$ cat src/rtl/extended_euclid.sv
// rtl/extended_euclid.sv - iterative extended-Euclid engine with bit-serial restoring division
module extended_euclid #(
  parameter int WORD_WIDTH = 32
) (
  input  logic                         clk,
  input  logic                         rst_n,
  input  logic                         start,
  input  logic [WORD_WIDTH-1:0]        e,
  input  logic [WORD_WIDTH-1:0]        n,
  output logic                         busy,
  output logic                         done,
  output logic                         err,
  output logic signed [WORD_WIDTH-1:0] gcd_o,
  output logic signed [WORD_WIDTH-1:0] coeff_o,
  output logic signed [WORD_WIDTH-1:0] n_o
);

  localparam int CW = $clog2(WORD_WIDTH);
  localparam int SW = WORD_WIDTH + 2;

  typedef enum logic [2:0] {
    ST_IDLE,
    ST_CHECK,
    ST_DIV,
    ST_UPDATE,
    ST_DONE
  } state_t;

  state_t                state;
  logic [WORD_WIDTH-1:0] old_r;
  logic [WORD_WIDTH-1:0] r;
  logic [SW-1:0]         old_s;
  logic [SW-1:0]         s;
  logic [SW-1:0]         t;
  logic [WORD_WIDTH:0]   prem;
  logic [CW-1:0]         cnt;

  logic [CW-1:0]         bit_idx;
  logic [WORD_WIDTH:0]   shifted;
  logic [WORD_WIDTH:0]   diff;
  logic                  qbit;
  logic                  op_bad;

  // One restoring-division step: bring down the next dividend bit, trial-subtract the divisor.
  always_comb begin
    bit_idx = CW'(WORD_WIDTH - 1) - cnt;
    shifted = {prem[WORD_WIDTH-1:0], old_r[bit_idx]};
    diff    = shifted - {1'b0, r};
    qbit    = (shifted >= {1'b0, r});
    op_bad  = (n < WORD_WIDTH'(2)) || n[WORD_WIDTH-1] || (e >= n);
  end

  always_ff @(posedge clk or negedge rst_n) begin
    if (!rst_n) begin
      state   <= ST_IDLE;
      busy    <= 1'b0;
      done    <= 1'b0;
      err     <= 1'b0;
      gcd_o   <= '0;
      coeff_o <= '0;
      n_o     <= '0;
      old_r   <= '0;
      r       <= '0;
      old_s   <= '0;
      s       <= '0;
      t       <= '0;
      prem    <= '0;
      cnt     <= '0;
    end else begin
      case (state)
        ST_IDLE: begin
          done <= 1'b0;
          if (start) begin
            busy <= 1'b1;
            n_o  <= $signed(n);
            if (op_bad) begin
              err     <= 1'b1;
              gcd_o   <= '0;
              coeff_o <= '0;
              done    <= 1'b1;
              state   <= ST_DONE;
            end else begin
              err   <= 1'b0;
              old_r <= e;
              r     <= n;
              old_s <= SW'(1);
              s     <= '0;
              state <= ST_CHECK;
            end
          end
        end

        ST_CHECK: begin
          if (r == '0) begin
            gcd_o   <= $signed(old_r);
            coeff_o <= $signed(old_s[WORD_WIDTH-1:0]);
            done    <= 1'b1;
            state   <= ST_DONE;
          end else begin
            cnt   <= '0;
            t     <= '0;
            prem  <= '0;
            state <= ST_DIV;
          end
        end

        ST_DIV: begin
          prem <= qbit ? diff : shifted;
          // q*s built MSB-first alongside the quotient; wrap-around is harmless.
          t    <= {t[SW-2:0], 1'b0} + (qbit ? s : '0);
          cnt  <= cnt + CW'(1);
          if (cnt == CW'(WORD_WIDTH - 1)) begin
            state <= ST_UPDATE;
          end
        end

        ST_UPDATE: begin
          old_r <= r;
          r     <= prem[WORD_WIDTH-1:0];
          old_s <= s;
          s     <= old_s - t;
          state <= ST_CHECK;
        end

        ST_DONE: begin
          done  <= 1'b0;
          busy  <= 1'b0;
          state <= ST_IDLE;
        end

        default: begin
          state <= ST_IDLE;
        end
      endcase
    end
  end

endmodule

$ cat config.mk
export PLATFORM = sky130hd
export DESIGN_NAME = extended_euclid
export DESIGN_NICKNAME = d
export VERILOG_FILES = /design/src/rtl/extended_euclid.sv
export SDC_FILE = /design/constraint.sdc
export NUM_CORES = 1
export LEC_CHECK = 0
export CORE_UTILIZATION = 40
export CTS_BUF_LIST = sky130_fd_sc_hd__clkbuf_4 sky130_fd_sc_hd__clkbuf_8
export DETAILED_ROUTE_END_ITERATION = 7
export SLEW_MARGIN = 20
export SYNTH_ARGS = -nofsm -noshare
export SYNTH_HDL_FRONTEND = slang
export SYNTH_SLANG_ARGS = --single-unit
$ cat constraint.sdc
create_clock -name clk -period 5.7 [get_ports clk]
set_input_delay 1.14 -clock clk [delete_from_list [all_inputs] [get_ports clk]]
set_output_delay 1.14 -clock clk [all_outputs]
set_load 0.01 [all_outputs]
==> results.rst, run 1 <==
.. list-table::
   :header-rows: 1

   * - Metric
     - Value
   * - Outcome
     - finished with violations
   * - Violated checks
     - DRC
   * - Final hold vios
     - 0
   * - Routability cong.
     - about 0.96
   * - Initial standard-cell utilization of the core
     - between 40% and 50%
   * - Worst Setup Slack, final
     - about 0.42 ns
   * - Horizontal extent of the die
     - 216 um
   * - Height of the die
     - approximately 220 um
   * - Number of synthesized register bits
     - between 200 and 300
   * - Worst reg-to-reg path cell count
     - 26
   * - Count of port buffers added during placement
     - around 170
   * - Post-route non-filler standard cell count
     - approximately 2800
   * - Post-layout net count
     - approximately 2300
   * - Worst endpoint required time
     - 6.17 ns
   * - Post-synthesis instance area
     - approximately 18000 um2
   * - Clock Skew
     - 0.0373 ns
   * - Primary flip-flop cell chosen by synthesis mapping
     - sky130_fd_sc_hd__dfrtp_1
   * - Synthesized area per cell
     - slightly above 9 um2
   * - Filler instances
     - around 4300
   * - YS warnings
     - 0
   * - Largest voltage drop on the vdd net
     - about 210 uV
   * - Post-CTS setup-driven buffer insertion count
     - 0
   * - Residual DRC count
     - 2
   * - Total number of vias
     - between 15000 and 20000
   * - Critical path fanouts, max
     - 14
   * - # placed instances
     - 2667
   * - HPWL reported at the end of detailed placement
     - a little under 40 mm
   * - Power density over cell area
     - approximately 390 nW/um2
   * - Level count of the clock H-tree
     - 2
   * - Crit start category
     - register
   * - Tightest slew margin relative to the limit
     - between 20% and 30%
   * - Maximum clock rate
     - roughly 190 MHz
   * - Total cell area at the placement stage
     - roughly 21000 um2
   * - Via count of the first global-routing pass
     - approximately 15000
   * - First-pass GRT wire length
     - between 80 and 90 mm
   * - Setup violations, final
     - 0
   * - Max-slew violation total from the final report
     - 0
   * - Library cell used as clock root buffer
     - sky130_fd_sc_hd__clkbuf_8
   * - Portion of the post-synthesis area used by sequential elements
     - about two fifths
   * - Average wire per standard cell
     - about 19 um
   * - Clock tree from TritonCTS
     - built
   * - Area of the die
     - roughly 47000 um2
   * - Critical Path End Type
     - register
   * - Area Overhead vs Synth
     - 19.1%
   * - Placement row count
     - between 70 and 80
   * - Data arrival time of the critical path
     - between 5 and 6 ns
   * - Count of pins on the block boundary
     - ~170
   * - Number of flops mapped to enable cells by yosys
     - 0
   * - Most common cell after layout, fill and taps aside
     - sky130_fd_sc_hd__dfrtp_1
   * - Final critical path time including I/O delays and setup
     - 5.28 ns
   * - Kind of path behind the tightest hold check
     - in2async
   * - Fraction of registers with async set/reset
     - between 90% and 100%
   * - TritonRoute pass-1 iters
     - 8
   * - Distinct cell type count of the synthesized netlist
     - 77
   * - Final period utilization
     - between 90% and 100%
   * - Critical Setup Path Class
     - reg2reg
   * - Synth Net Count
     - ~2200
   * - Count of clock tree sinks
     - around 300
   * - Detail-routed via count per cell
     - 5.57
   * - Worst-Margin Slew
     - about 1.1 ns
   * - Number of CTS-inserted buffers
     - between 50 and 60
   * - Largest net degree at the start of global routing
     - roughly 130
   * - Number of violations of the max-capacitance limit
     - 0
   * - Count of inserted antenna diode cells
     - 0
   * - Clock Tree Buf Depth
     - 3
   * - Worst-skew pair later-pin latency
     - 0.66 ns
   * - Final antenna-violating net count
     - 0
   * - Post-CTS clock slew at the launch and capture registers of the worst setup and hold paths
     - 0.06 ns
   * - Leakage power
     - around 10 nW
   * - Register Area
     - about 7500 um2
   * - Synthesized netlist cell count
     - around 2000
   * - GR Overflow Total
     - 0
   * - Std-Cell Core Area
     - about 45000 um2
   * - Multi-input combinational cell area
     - slightly above 10000 um2
   * - Antenna violations before repair
     - 7
   * - Most frequent cells in the layout
     - sky130_fd_sc_hd__dfrtp_1 (298), sky130_fd_sc_hd__nand2_1 (265), sky130_fd_sc_hd__clkdlybuf4s50_1 (164), sky130_fd_sc_hd__ha_1 (127), sky130_fd_sc_hd__a21oi_1 (124)
   * - Design Area, Final
     - about 22000 um2
   * - Tot GR Track Use
     - between 20 and 25%
   * - Total length of routed wires
     - about 52 mm
   * - Fraction of layout cells with a size suffix above 1
     - a little under a tenth
   * - Worst Setup Slack post-DPL
     - between 0.1 and 0.15 ns
   * - Iter 0 DRT Violations
     - just over 1000
-- cells by family after synthesis --
group,count (synthesis),share of synthesized area (%)
XOR/XNOR,77,3.68
flip-flops,299,40.9
buffers and inverters,215,4.57
AO/OA/AOI/OAI,578,20.4
multiplexers,134,8.07
AND/OR/NAND/NOR,536,13.4
adder cells (fa/ha/maj),130,9.01
-- where the power goes --
| part | total [W] | leakage [nW] | internal [W] | switching, W |
|---|---|---|---|---|
| sequential | 0.00297 | 3.94 | 0.00260 | 0.000369 |
| combinational | 0.00350 | 5.53 | 0.00150 | 0.00200 |
| clock | 0.00211 | 0.591 | 0.00118 | 0.000928 |
| total | 0.00858 | 10.1 | 0.00529 | 0.00330 |
-- per-layer routing --
metal / vias to the layer above / track usage, % / part of all wire [%]
li1: 7360 / - / -
met1: 7498 / 31.8 / 47
met2: 407 / 33.4 / 43
met3: 92 / 5.85 / 6.7
met4: 4 / 7.18 / 2.8
met5: - / 0 / 0.042
-- synth_stat cells (25+ instances only) --
| library cell | instances | area, um2 |
|---|---|---|
| sky130_fd_sc_hd__dfrtp_1 | 299 | 7480 |
| sky130_fd_sc_hd__nand2_1 | 266 | 998 |
| sky130_fd_sc_hd__ha_1 | 127 | 1590 |
| sky130_fd_sc_hd__a21oi_1 | 126 | 631 |
| sky130_fd_sc_hd__inv_1 | 119 | 447 |
| sky130_fd_sc_hd__o21ai_0 | 97 | 485 |
| sky130_fd_sc_hd__nor2_1 | 88 | 330 |
| sky130_fd_sc_hd__clkbuf_1 | 83 | 312 |
| sky130_fd_sc_hd__o21ai_1 | 77 | 385 |
| sky130_fd_sc_hd__mux2i_1 | 62 | 621 |
| sky130_fd_sc_hd__a21o_1 | 61 | 458 |
| sky130_fd_sc_hd__a22o_1 | 61 | 534 |
| sky130_fd_sc_hd__xnor2_1 | 48 | 420 |
| sky130_fd_sc_hd__mux2_2 | 43 | 484 |
| sky130_fd_sc_hd__and2_1 | 33 | 206 |
| sky130_fd_sc_hd__o22ai_1 | 29 | 181 |
| sky130_fd_sc_hd__xor2_1 | 29 | 254 |
| sky130_fd_sc_hd__mux2_1 | 25 | 282 |
-- path summary, 6_finish.rpt --
kind	startpoint	endpoint	slack (ns)
worst max register to register	cnt[1]	t[30]	0.42
worst min register to register	n_o[6]	n_o[6]	0.51
max in group asynchronous	rst_n	prem[0]	3.92
min in group clk	n_o[6]	n_o[6]	0.51
worst max-delay path	cnt[1]	t[30]	0.42
worst min-delay path	rst_n	coeff_o[10]	0.46
-- critical path: stages (launching register included) --
cell	delay, ns
sky130_fd_sc_hd__dfrtp_2	0.46
sky130_fd_sc_hd__nand2b_1	0.23
sky130_fd_sc_hd__o221ai_1	0.27
sky130_fd_sc_hd__o22ai_1	0.13
sky130_fd_sc_hd__a211oi_1	0.24
sky130_fd_sc_hd__a21oi_1	0.07
sky130_fd_sc_hd__buf_4	0.15
sky130_fd_sc_hd__ha_1	0.19
sky130_fd_sc_hd__nor2b_1	0.16
sky130_fd_sc_hd__o2111ai_1	0.19
sky130_fd_sc_hd__a21oi_2	0.20
sky130_fd_sc_hd__o21ai_1	0.10
sky130_fd_sc_hd__nand3_1	0.13
sky130_fd_sc_hd__nand3_4	0.15
sky130_fd_sc_hd__nand2_8	0.17
sky130_fd_sc_hd__nand2_1	0.11
sky130_fd_sc_hd__inv_2	0.06
sky130_fd_sc_hd__ha_1	0.21
sky130_fd_sc_hd__a21o_1	0.17
sky130_fd_sc_hd__a21oi_1	0.23
sky130_fd_sc_hd__o21bai_1	0.15
sky130_fd_sc_hd__a21o_1	0.23
sky130_fd_sc_hd__a22oi_2	0.30
sky130_fd_sc_hd__o31ai_2	0.12
sky130_fd_sc_hd__a221oi_1	0.38
sky130_fd_sc_hd__xor2_1	0.19
sky130_fd_sc_hd__o22ai_1	0.08
-- flip-flops by register name (all words and copies together) (netlist names), 3 cells and up --
signal   count
cnt          5
state        3
prem        32
r           32
coeff_o     32
old_s       32
t           32
s           32
gcd_o       32
old_r       32
n_o         32
-- layout make-up --
cell class                      count  share of cell area, %
Timing Repair Buffer              193                   8.79
Tap cell                          600                   3.44
Clock buffer                       82                   4.69
Clock inverter                      9                  0.390
Sequential cell                   299                   34.3
Inverter                          120                   2.07
Multi-Input combinational cell   1456                   46.3
-- per-stage QoR --
stage	power, W	TNS [ns]	hold slack [ns]	util [%]
final	0.00858	0	0.463	48.2
after global placement	0.00640	0	0.489	45.6
after global routing	0.00914	-0.00167	0.523	48.2
after floorplan	0.00527	0	0.459	-
after CTS	0.00861	0	0.504	48.0
after detailed placement	0.00646	0	0.494	45.6
-- repair_timing --
| action | 4_1_cts | 5_1_grt |
|---|---|---|
| gates resized for setup | 0 | 10 |
| hold buffers | 0 | 0 |
| endpoints found under the setup margin | 0 | 18 |
Power figures use the tool's default switching activity.
==> run 2: changes to the inputs <==
- ABC_AREA: default -> 1
- CTS_BUF_LIST: sky130_fd_sc_hd__clkbuf_4 sky130_fd_sc_hd__clkbuf_8 -> sky130_fd_sc_hd__clkbuf_4
==> run 2 against run 1 <==
Compared with the run above:
- the flow still finishes with violations (DRC)
- die area is 4.5% higher
- critical path depth is 1 lower
- largest power group unchanged
- count of clock-buffer cells in the layout grew 45
- highest routed layer is now met4
- critical path type unchanged
- setup slack better by 0.22 ns
==> results.rst, run 2 <==
.. list-table::
   :header-rows: 1

   * - Metric
     - Value
   * - Combinational share of power
     - between 60% and 70%
   * - Critical Setup Path Class
     - reg2reg
   * - Iter 0 DRT Violations
     - 1734
   * - GR Overflow Total
     - 0
   * - Leakage power
     - 11.5 nW
   * - Crit start category
     - register
   * - Most common cell in the synthesized netlist
     - sky130_fd_sc_hd__nand2_1
   * - CTS Hold Buffers Added
     - 0
   * - Library cell used as clock root buffer
     - sky130_fd_sc_hd__clkbuf_4
   * - Most area-hungry cell type in the Yosys netlist
     - sky130_fd_sc_hd__dfrtp_1
   * - Placement row count
     - 79
   * - Cell internal power dissipation
     - between 0.006 and 0.007 W
   * - Launch instance of the worst register-to-register path
     - cnt[0]
   * - Setup violations, final
     - 0
   * - Post-route non-filler standard cell count
     - between 3000 and 4000
   * - Critical Path End Type
     - register
   * - Post-CTS setup-driven buffer insertion count
     - 0
   * - Clock tree from TritonCTS
     - built
   * - Final antenna-violating net count
     - 0
   * - Flop2flop setup slack
     - approximately 0.64 ns
   * - Count of port buffers added during placement
     - around 170
   * - Power density over cell area
     - approximately 630 nW/um2
   * - Final period utilization
     - ~90%
   * - List of most frequent post-synthesis cells
     - sky130_fd_sc_hd__nand2_1 (833), sky130_fd_sc_hd__o21ai_0 (326), sky130_fd_sc_hd__dfrtp_1 (299), sky130_fd_sc_hd__inv_1 (286), sky130_fd_sc_hd__nor2_1 (192)
   * - Distinct cell type count of the synthesized netlist
     - 49
   * - Number of violations of the max-capacitance limit
     - 0
   * - Most frequent cells in the layout
     - sky130_fd_sc_hd__nand2_1 (831), sky130_fd_sc_hd__o21ai_0 (325), sky130_fd_sc_hd__dfrtp_1 (299), sky130_fd_sc_hd__inv_1 (283), sky130_fd_sc_hd__nor2_1 (191)
   * - Largest voltage drop on the vdd net
     - between 300 and 400 uV
   * - Worst reg-to-reg path cell count
     - 25
   * - Initial standard-cell utilization of the core
     - about two fifths
   * - Max-slew violation total from the final report
     - 0
   * - YS warnings
     - 0
   * - Height of the die
     - approximately 220 um
   * - Final critical path time including I/O delays and setup
     - 5.06 ns
   * - Kind of path behind the tightest hold check
     - in2async
   * - Count of pins on the block boundary
     - approximately 170
   * - Data arrival time of the critical path
     - ~5.7 ns
   * - Setup TNS
     - 0 ns
   * - Number of CTS-inserted buffers
     - a little under 90
   * - Count of clock tree sinks
     - around 300
   * - Largest net degree at the start of global routing
     - 134
   * - Area share of the leading cell type in the synthesized netlist
     - about 39%
   * - Worst-skew pair later-pin latency
     - about 0.84 ns
   * - Worst-Margin Slew
     - around 1.1 ns
   * - Area of the die
     - slightly below 50000 um2
   * - Final hold vios
     - 0
   * - Via count of the first global-routing pass
     - around 18000
   * - # placed instances
     - about 3400
   * - Std-Cell Core Area
     - between 40000 and 50000 um2
   * - Tightest slew margin relative to the limit
     - 28.8%
   * - Fraction of registers with async set/reset
     - 100%
   * - Clock Skew
     - approximately 0.048 ns
   * - Unrepaired setup endpoints after global routing
     - false
   * - Top cells by area, synth
     - sky130_fd_sc_hd__dfrtp_1 (39%), sky130_fd_sc_hd__nand2_1 (16%), sky130_fd_sc_hd__o21ai_0 (8.5%)
   * - Post-synthesis instance area
     - 19100 um2
   * - Outcome
     - finished with violations
   * - Filler instances
     - 4854
   * - Critical Path Sink
     - t[22]
   * - RR Endpoint
     - t[22]
   * - Post-layout net count
     - a little over 3000
   * - HPWL reported at the end of detailed placement
     - approximately 50 mm
   * - Horizontal extent of the die
     - 221 um
   * - Average wire per standard cell
     - approximately 19 um
   * - Violated checks
     - DRC
   * - Switching fraction of total power
     - a little over half
   * - Reg power frac
     - between 20% and 30%
   * - Critical path fanouts, max
     - 37
   * - Clock Tree Buf Depth
     - 3
   * - Tot GR Track Use
     - between 20% and 30%
   * - Total length of routed wires
     - between 60 and 70 mm
   * - TritonRoute pass-1 iters
     - 8
   * - Area Overhead vs Synth
     - 16.7%
   * - Portion of the post-synthesis area used by sequential elements
     - 39.1%
   * - Total number of vias
     - roughly 19000
   * - Synth Net Count
     - 2863
   * - Synthesized netlist cell count
     - 2666
   * - Fraction of layout cells with a size suffix above 1
     - approximately 6.7%
   * - Number of flops mapped to enable cells by yosys
     - 0
   * - First-pass GRT wire length
     - 102 mm
   * - Critical Path Start
     - cnt[0]
   * - Number of synthesized register bits
     - ~300
   * - Level count of the clock H-tree
     - 3
   * - Net load switching power
     - roughly 0.0076 W
   * - Synthesized area per cell
     - a little over 7 um2
   * - Routability cong.
     - 0.991
   * - Clock share of power
     - between 10% and 20%
   * - Worst endpoint required time
     - roughly 6.4 ns
   * - Residual DRC count
     - 8
   * - Most common cell after layout, fill and taps aside
     - sky130_fd_sc_hd__nand2_1
   * - Detail-routed via count per cell
     - roughly 5.3
   * - Maximum clock rate
     - about 200 MHz
   * - Antenna violations before repair
     - 4
   * - Post-CTS clock slew at the launch and capture registers of the worst setup and hold paths
     - ~0.060 ns
   * - Primary flip-flop cell chosen by synthesis mapping
     - sky130_fd_sc_hd__dfrtp_1
-- run 2: timing repair --
item | 4_1_cts | 5_1_grt
hold endpoints to repair | 0 | 0
resized for setup | 0 | 2
endpoints found under the setup margin | 0 | 5
-- run 2: cell type report --
type	instances	area [um2]	area share (%)
antenna	3	7.51	0.0336
clock buffer	127	953	4.27
clock inverter	20	105	0.470
inverter	295	1110	4.97
multi-input combinational	1984	10100	45.3
sequential	299	7480	33.5
tap	607	759	3.40
timing repair buffer	182	1810	8.10
-- run 2: worst max-delay path, cell delays in order (launching register included) --
cell                       delay, ns
sky130_fd_sc_hd__dfrtp_1        0.35
sky130_fd_sc_hd__clkinv_1       0.34
sky130_fd_sc_hd__o21ai_0        0.31
sky130_fd_sc_hd__o22ai_1        0.09
sky130_fd_sc_hd__o211ai_1       0.17
sky130_fd_sc_hd__nand3_1        0.11
sky130_fd_sc_hd__nand2_1        0.21
sky130_fd_sc_hd__ha_1           0.29
sky130_fd_sc_hd__inv_1          0.06
sky130_fd_sc_hd__nor2_1         0.04
sky130_fd_sc_hd__nand2_1        0.06
sky130_fd_sc_hd__nor2_1         0.04
sky130_fd_sc_hd__nand3_1        0.09
sky130_fd_sc_hd__nand3_2        0.10
sky130_fd_sc_hd__nor2_4         0.19
sky130_fd_sc_hd__nand2_8        0.20
sky130_fd_sc_hd__inv_4          0.37
sky130_fd_sc_hd__nor2_1         0.09
sky130_fd_sc_hd__ha_1           0.35
sky130_fd_sc_hd__a21oi_1        0.16
sky130_fd_sc_hd__nand2_1        0.11
sky130_fd_sc_hd__a21oi_1        0.34
sky130_fd_sc_hd__o21ai_1        0.23
sky130_fd_sc_hd__a21oi_1        0.28
sky130_fd_sc_hd__xor2_1         0.20
sky130_fd_sc_hd__o22ai_1        0.09
-- run 2: how the worst min path moves through the flow --
stage	startpoint	to	slack, ns	depth (start not counted)
6_report	rst_n	prem[9]	0.27	1
3_5_place_dp	coeff_o[6]	coeff_o[6]	0.46	2
3_3_place_gp	gcd_o[20]	gcd_o[20]	0.45	2
5_1_grt	rst_n	r[9]	0.28	1
4_1_cts	rst_n	r[8]	0.24	1
2_1_floorplan	s[10]	s[10]	0.44	2
-- run 2: logic make-up after synthesis --
family / synth area share (%)
simple gates: 26.0
compound gates: 16.8
buf+inv: 8.22
flops: 39.1
fa+ha+maj: 8.61
xor+xnor: 1.28
-- run 2: metrics by stage --
step	hold WS (ns)	total power, W	util, %	area [um2]	setup WS [ns]
floorplan	0.442	0.00912	-	19100	1.64
global placement	0.453	0.0118	45.4	21300	0.613
detailed placement	0.458	0.0118	45.4	21300	0.480
CTS	0.243	0.0139	47.6	22300	0.419
global route	0.282	0.0153	47.7	22300	0.117
finish	0.273	0.0141	47.7	22300	0.641
-- run 2: routing by layer --
| metal | vias to the layer above | routed length [um] | share of wire [%] | global-route usage [%] |
|---|---|---|---|---|
| met1 | 8870 | 33300 | 51 | 42.4 |
| li1 | 9122 | - | - | - |
| met5 | - | 0 | 0 | 0 |
| met2 | 671 | 26600 | 40 | 38.2 |
| met4 | 0 | 1250 | 1.9 | 8.15 |
| met3 | 95 | 4710 | 7.2 | 4.47 |
-- run 2: power by group through the flow --
stage,clock [W],sequential (W),combinational (W)
floorplan,0,0.00317,0.00595
detailed placement,0,0.00330,0.00854
global placement,0,0.00328,0.00849
CTS,0.00206,0.00327,0.00859
finish,0.00200,0.00329,0.00882
global route,0.00217,0.00335,0.00977
==> run 3: changes to the inputs <==
- CTS_CLUSTER_SIZE: default -> 25
- PLACE_DENSITY: default -> 0.69
==> run 3 against run 2 <==
Compared with the run above:
- die area unchanged
- hold slack better by 0.037 ns
- sequential share of layout area about the same
- clock skew up 0.025 ns
- combinational power down 0.9%
- first-iteration DRC count up 3.7%
- register-to-register slack better by 0.096 ns
- sequential power about the same
- total power down 0.31%
- the flow still finishes with violations (DRC)
==> results.rst, run 3 (synthesized netlist as in run 2, its figures left out) <==
.. list-table::
   :header-rows: 1

   * - Metric
     - Value
   * - Critical Setup Path Class
     - reg2reg
   * - Clock Tree Buf Depth
     - 3
   * - Total number of cells along the worst setup path
     - 27
   * - Critical Path End Type
     - register
   * - Critical Path Sink
     - t[18]
   * - Unrepaired setup endpoints after global routing
     - false
   * - GR Overflow Total
     - 0
   * - Data arrival time of the critical path
     - ~5.7 ns
   * - Count of port buffers added during placement
     - between 150 and 200
   * - Critical path fanouts, max
     - 37
   * - Final period utilization
     - just under 90%
   * - Final antenna-violating net count
     - 0
   * - Worst-Margin Slew
     - roughly 1 ns
   * - Post-layout net count
     - about 3000
   * - Kind of path behind the tightest hold check
     - in2async
   * - Count of pins on the block boundary
     - 166
   * - Iter 0 DRT Violations
     - 1799
   * - Hold_ws
     - around 0.31 ns
   * - Largest voltage drop on the vdd net
     - about 390 uV
   * - Maximum clock rate
     - between 200 and 250 MHz
   * - Initial standard-cell utilization of the core
     - roughly two fifths
   * - Area Overhead vs Synth
     - 16.7%
   * - TritonRoute pass-1 iters
     - 8
   * - Via count of the first global-routing pass
     - roughly 17000
   * - Final critical path time including I/O delays and setup
     - about 5 ns
   * - Register Area
     - 7480 um2
   * - Level count of the clock H-tree
     - 3
   * - CTS Hold Buffers Added
     - 0
   * - Buf+Inv Stages, Crit Path
     - 4
   * - Detail-routed via count per cell
     - about 5.3
   * - Core Util, Final
     - 47.7%
   * - Clock tree from TritonCTS
     - built
   * - Crit start category
     - register
   * - Filler instances
     - roughly 4700
   * - Count of clock tree sinks
     - about 300
   * - Largest net degree at the start of global routing
     - between 100 and 150
   * - Multi-input combinational cell area
     - 10100 um2
   * - Total number of vias
     - 18700
   * - Launch instance of the worst register-to-register path
     - cnt[0]
   * - Std-Cell Core Area
     - 46900 um2
   * - Clock Skew
     - between 0.07 and 0.08 ns
   * - Power density over cell area
     - between 600 and 700 nW/um2
   * - Worst endpoint required time
     - 6.39 ns
   * - Violated checks
     - DRC
   * - Library cell used as clock root buffer
     - sky130_fd_sc_hd__clkbuf_4
   * - Outcome
     - finished with violations
   * - Worst-skew pair later-pin latency
     - between 0.8 and 0.9 ns
   * - Tot GR Track Use
     - between 20% and 30%
   * - Routability cong.
     - just under 1
   * - RR Endpoint
     - t[18]
   * - Antenna violations before repair
     - 4
   * - Tightest slew margin relative to the limit
     - about a third
   * - Number of CTS-inserted buffers
     - a little under 90
   * - Horizontal extent of the die
     - 221 um
   * - Setup violations, final
     - 0
   * - Critical-path top delay cell
     - sky130_fd_sc_hd__clkinv_1
   * - Worst reg-to-reg path cell count
     - 27
   * - Post-CTS clock slew at the launch and capture registers of the worst setup and hold paths
     - 0.07 ns
   * - Leakage power
     - 11.5 nW
   * - Placement row count
     - 79
   * - Fraction of layout cells with a size suffix above 1
     - 6.49%
   * - Height of the die
     - roughly 220 um
   * - Most frequent cells in the layout
     - sky130_fd_sc_hd__nand2_1 (831), sky130_fd_sc_hd__o21ai_0 (325), sky130_fd_sc_hd__dfrtp_1 (299), sky130_fd_sc_hd__inv_1 (284), sky130_fd_sc_hd__nor2_1 (191)
   * - Average wire per standard cell
     - 18.3 um
   * - First-pass GRT wire length
     - around 100 mm
   * - Final hold vios
     - 0
   * - Critical Path Start
     - cnt[0]
   * - Area of the die
     - ~50000 um2
   * - Most common cell after layout, fill and taps aside
     - sky130_fd_sc_hd__nand2_1
   * - Number of violations of the max-capacitance limit
     - 0
   * - Total length of routed wires
     - about 65 mm
   * - Flop2flop setup slack
     - approximately 0.74 ns
   * - Max-slew violation total from the final report
     - 0
   * - Setup TNS
     - 0 ns
   * - HPWL reported at the end of detailed placement
     - between 40 and 50 mm
   * - Longest individual stage delay on the worst path
     - roughly 0.38 ns
   * - Worst path top cell family by delay
     - compound AO/OA/AOI/OAI gates
   * - Residual DRC count
     - 8
[run 3: changes by cell type in the layout (fill, tap and decap cells not counted), sizes merged]
cell      delta
diode        +3
clkinvlp     -1
buf          -1
bufinv       +1
nand2        -1
clkinv      +10
clkbuf       -5
[run 3: report_power, final]
| group | total [W] | internal [W] | switching, W |
|---|---|---|---|
| clock network | 0.00202 | 0.00103 | 0.000990 |
| registers | 0.00330 | 0.00276 | 0.000542 |
| logic | 0.00874 | 0.00269 | 0.00605 |
| total | 0.0141 | 0.00648 | 0.00758 |
[run 3: metal layers]
| layer | GRT usage, % | part of all wire (%) |
|---|---|---|
| met1 | 40.9 | 49 |
| met2 | 38.1 | 41 |
| met3 | 5.18 | 8.2 |
| met4 | 6.94 | 1.5 |
| met5 | 0 | 0 |
[run 3: final cells by class]
cell class / instances / area share [%]
multi-input combinational: 1983 / 45.2
sequential: 299 / 33.5
timing repair buffer: 181 / 8.01
inverter: 295 / 4.98
clock buffer: 122 / 4.10
tap: 607 / 3.40
clock inverter: 30 / 0.728
antenna: 6 / 0.0672
[run 3: worst reg2reg max path: stages (launching register included)]
cell and delay [ns]:
sky130_fd_sc_hd__dfrtp_1 0.33, sky130_fd_sc_hd__buf_4 0.21, sky130_fd_sc_hd__clkinv_1 0.38, sky130_fd_sc_hd__o21ai_0 0.29, sky130_fd_sc_hd__o22ai_1 0.10, sky130_fd_sc_hd__o211ai_1 0.18, sky130_fd_sc_hd__nand3_1 0.11, sky130_fd_sc_hd__nand2_1 0.15
sky130_fd_sc_hd__ha_1 0.27, sky130_fd_sc_hd__inv_1 0.07, sky130_fd_sc_hd__nor2_1 0.05, sky130_fd_sc_hd__nand2_1 0.07, sky130_fd_sc_hd__nor2_1 0.04, sky130_fd_sc_hd__nand3_1 0.08, sky130_fd_sc_hd__nand3_2 0.09, sky130_fd_sc_hd__nor2_4 0.15
sky130_fd_sc_hd__nand2_8 0.06, sky130_fd_sc_hd__inv_4 0.33, sky130_fd_sc_hd__nor2_1 0.12, sky130_fd_sc_hd__ha_1 0.36, sky130_fd_sc_hd__nand2_1 0.14, sky130_fd_sc_hd__o21ai_0 0.32, sky130_fd_sc_hd__a21oi_1 0.08, sky130_fd_sc_hd__o21ai_1 0.32
sky130_fd_sc_hd__a21oi_1 0.18, sky130_fd_sc_hd__or2_1 0.24, sky130_fd_sc_hd__nand3_1 0.06, sky130_fd_sc_hd__o21ai_1 0.07
[run 3: worst min-delay path by stage]
stage	slack, ns	startpoint	depth (start not counted)	end
CTS	0.33	rst_n	1	r[9]
finish	0.31	rst_n	1	r[9]
global placement	0.45	s[15]	2	s[15]
floorplan	0.44	s[10]	2	s[10]
detailed placement	0.46	gcd_o[31]	2	gcd_o[31]
global route	0.33	rst_n	1	r[9]
[run 3: repair_timing]
item	in CTS	in global routing
endpoints found under the setup margin	0	1
buffers inserted	0	0
gates resized for setup	0	1
[run 3: per-stage QoR]
stage | area, um2 | setup slack, ns | instances | total power [W]
floorplan | 19100 | 1.64 | 2666 | 0.00912
global placement | 21200 | 0.750 | 3365 | 0.0117
detailed placement | 21200 | 0.604 | 3365 | 0.0118
CTS | 22300 | 0.608 | 3517 | 0.0139
global route | 22300 | 0.203 | 3523 | 0.0152
finish | 22300 | 0.737 | 3523 | 0.0141
==> edit (settings of run 3) <==
Encoding of `state_t`: now one-hot (5 bits for 5 states).
--- a/src/rtl/extended_euclid.sv
+++ b/src/rtl/extended_euclid.sv
@@ -19,10 +19,10 @@
   localparam int SW = WORD_WIDTH + 2;
 
-  typedef enum logic [2:0] {
-    ST_IDLE,
-    ST_CHECK,
-    ST_DIV,
-    ST_UPDATE,
-    ST_DONE
+  typedef enum logic [4:0] {
+    ST_IDLE   = 5'b00001,
+    ST_CHECK  = 5'b00010,
+    ST_DIV    = 5'b00100,
+    ST_UPDATE = 5'b01000,
+    ST_DONE   = 5'b10000
   } state_t;
 
Function: same outputs for any inputs over 4 cycles, from zero or initial values and one cycle with rst_n low; so few cycles prove little.
==> edit against run 3 <==
  * Count of clock-buffer cells in the layout up 4
  * Setup slack worse by 0.21 ns
  * Sequential cell count increased by 2
  * Via count up 5.6%
  * First-iteration DRC count rose by 7.6%
  * Clock skew fell by 0.024 ns
  * Utilization shrank 0.31 points
  * Synthesized area up 3.9%
  * Routed wire length rose by 3.2%
  * Cell area is 3.8% higher
Power is not compared: it rests on default switching activity, and its combinational part moved more than twofold at a synthesized area within 25%.
==> edit: results (changes against run 3) <==
- Run status: finished clean
- Routed WL per cell: 18.1 µm (-1.3%)
- Hold Crit Class: input pin to async pin
- Inverters: 336 (+14%)
- Fin util: 0.474 (-0.00308)
- Multi-input logic area: 0.0106 mm² (+4.5%)
- Largest net degree at the start of global routing: 123 (+15%)
- Max FO, Critical Path: 28 (-24%)
- Commonest cells post-synth: 813 x nand2_1, 327 x inv_1, 308 x nand3_1, 300 x dfrtp_1, 208 x o21ai_0
- GR Util met3: 0.0445 (-0.00736)
- Yosys reg bits: 301 (+0.67%)
- Fin cells: 3686 (+4.6%)
- Count leader, synth: nand2_1
- Hold Slack: 0.229 ns (-0.0817 ns)
- Layout cell share with drive strength beyond 1: 0.0752 (+0.0102)
- Unique masters post-synth: 55 (+12%)
- Fraction of area in multi-input gates: 0.455 (+0.00318)
- Vias in the first global route: 18900 (+8.0%)
- Layout clock buffer count: 126 (+3.3%)
- Final #Nets: 3156 (+3.7%)
- First-pass iteration count of the detailed router: 6 (-2)
- Clock insertion delay at the later pin of the skew report: 0.82 ns (-0.04 ns)
- Initial antenna violation count: 4 (unchanged)
- Detailed placement HPWL: 50200 µm (+2.9%)
- TritonCTS Buffers: 85 (-2.3%)
- Fraction of standard cell area that is sequential: 0.325 (-0.0100)
- Post-synth EDFFs: 0 (unchanged)
- Layout non-clock buf frac: 0.0807 (+0.000627)
- Post-synthesis sequential area ratio: 0.379 (-0.0120)
- Slowest Stage Delay on Critical Path: 0.51 ns (+0.13 ns)
- Crit-path slowest cell: dfrtp_2
- Comb_multi_in: 2049 (+3.3%)
- Count of plain and timing-repair buffers: 186 (+2.8%)
- Worst-Margin Slew: 1.01 ns (+0.0166 ns)
- LEAKAGE: 12.4 nW
- Met1 wire length: 31100 µm (-1.3%)
- Met2 WL: 28700 µm (+7.5%)
- Skew final: 0.0489 ns (-0.0236 ns)
- Worst reg2reg setup slack: 0.53 ns (-0.21 ns)
- M1 GR Usage: 0.383 (-0.0259)
- Clk tree area frac: 0.0484 (+0.000120)
- Met2 Resource Use GR: 0.396 (+0.0148)
- Arr. time, crit path: 5.88 ns (+0.23 ns)
- Avg Synthesized Cell Area: 7.12 µm² (-0.87%)
- DR WL met3: 5280 µm (-0.17%)
- Vias: 19700 (+5.6%)
- # placed instances: 3535 (+5.1%)
- Ranking of synthesized cells by area: dfrtp_1 38%, nand2_1 15%, ha_1 8.0%
- Global Route Usage Sum: 0.264 (-0.00355)
- GP Congestion: 1.03 (+6.0%)
- Fill cell count: 4908 (+4.3%)
- Antenna diode count: 3 (-3)
- First-pass GRT wire length: 105000 µm (+4.2%)
- VDD IR-drop max: 250 µV
- Pre-CTS WS: 0.609 ns (+0.00501 ns)
- DRT iter0 DRCs: 1936 (+7.6%)
- Reg-to-reg endpoint: t[23]$_DFFE_PN0P_
- Net count after synthesis: 2991 (+4.5%)
- Placed cell areas: 0.0220 mm² (+3.7%)
[edit: cell count changes in the layout (fill, tap and decap cells not counted), moves of 10 or more]
| cell | delta |
|---|---|
| o211ai_1 | -10 |
| or2_2 | +12 |
| clkinv_1 | -10 |
| nor2_1 | -18 |
| inv_1 | +42 |
| o21ai_1 | +27 |
| nand3_1 | +198 |
| nand2_1 | -24 |
| o21ai_0 | -117 |
[edit: power breakdown]
group / leakage [nW] / internal (mW) / total [mW] / switching (mW)
Combinational: 7.68 / 0.939 / 2.93 / 1.99
Clock: 0.655 / 1.14 / 2.14 / 0.997
Sequential: 4.03 / 2.52 / 2.83 / 0.306
[edit: cell families after synthesis]
| group | Yosys count | synth area share |
|---|---|---|
| AOI/OAI and AO/OA | 503 | 0.138 |
| xor gates and xnor gates | 29 | 0.0128 |
| adders and majority gates | 130 | 0.0829 |
| buffers and inverters | 444 | 0.0921 |
| DFF | 301 | 0.379 |
| and+or+nand+nor | 1387 | 0.295 |
[edit: worst max path at each step]
stage	startpoint	endpoint	slack, ns	cells past startpoint
floorplan	cnt[0]$_DFFE_PN0P_	t[23]$_DFFE_PN0P_	1.59	31
global placement	cnt[0]$_DFFE_PN0P_	t[23]$_DFFE_PN0P_	0.83	26
detailed placement	cnt[0]$_DFFE_PN0P_	t[23]$_DFFE_PN0P_	0.61	26
CTS	cnt[0]$_DFFE_PN0P_	t[23]$_DFFE_PN0P_	0.58	26
global route	cnt[0]$_DFFE_PN0P_	t[23]$_DFFE_PN0P_	0.05	27
finish	cnt[0]$_DFFE_PN0P_	t[23]$_DFFE_PN0P_	0.53	27
[edit: timing repair]
item                       CTS  global route
setup buffers                0             0
setup endpoints to repair    0             3
resized for setup            0             1
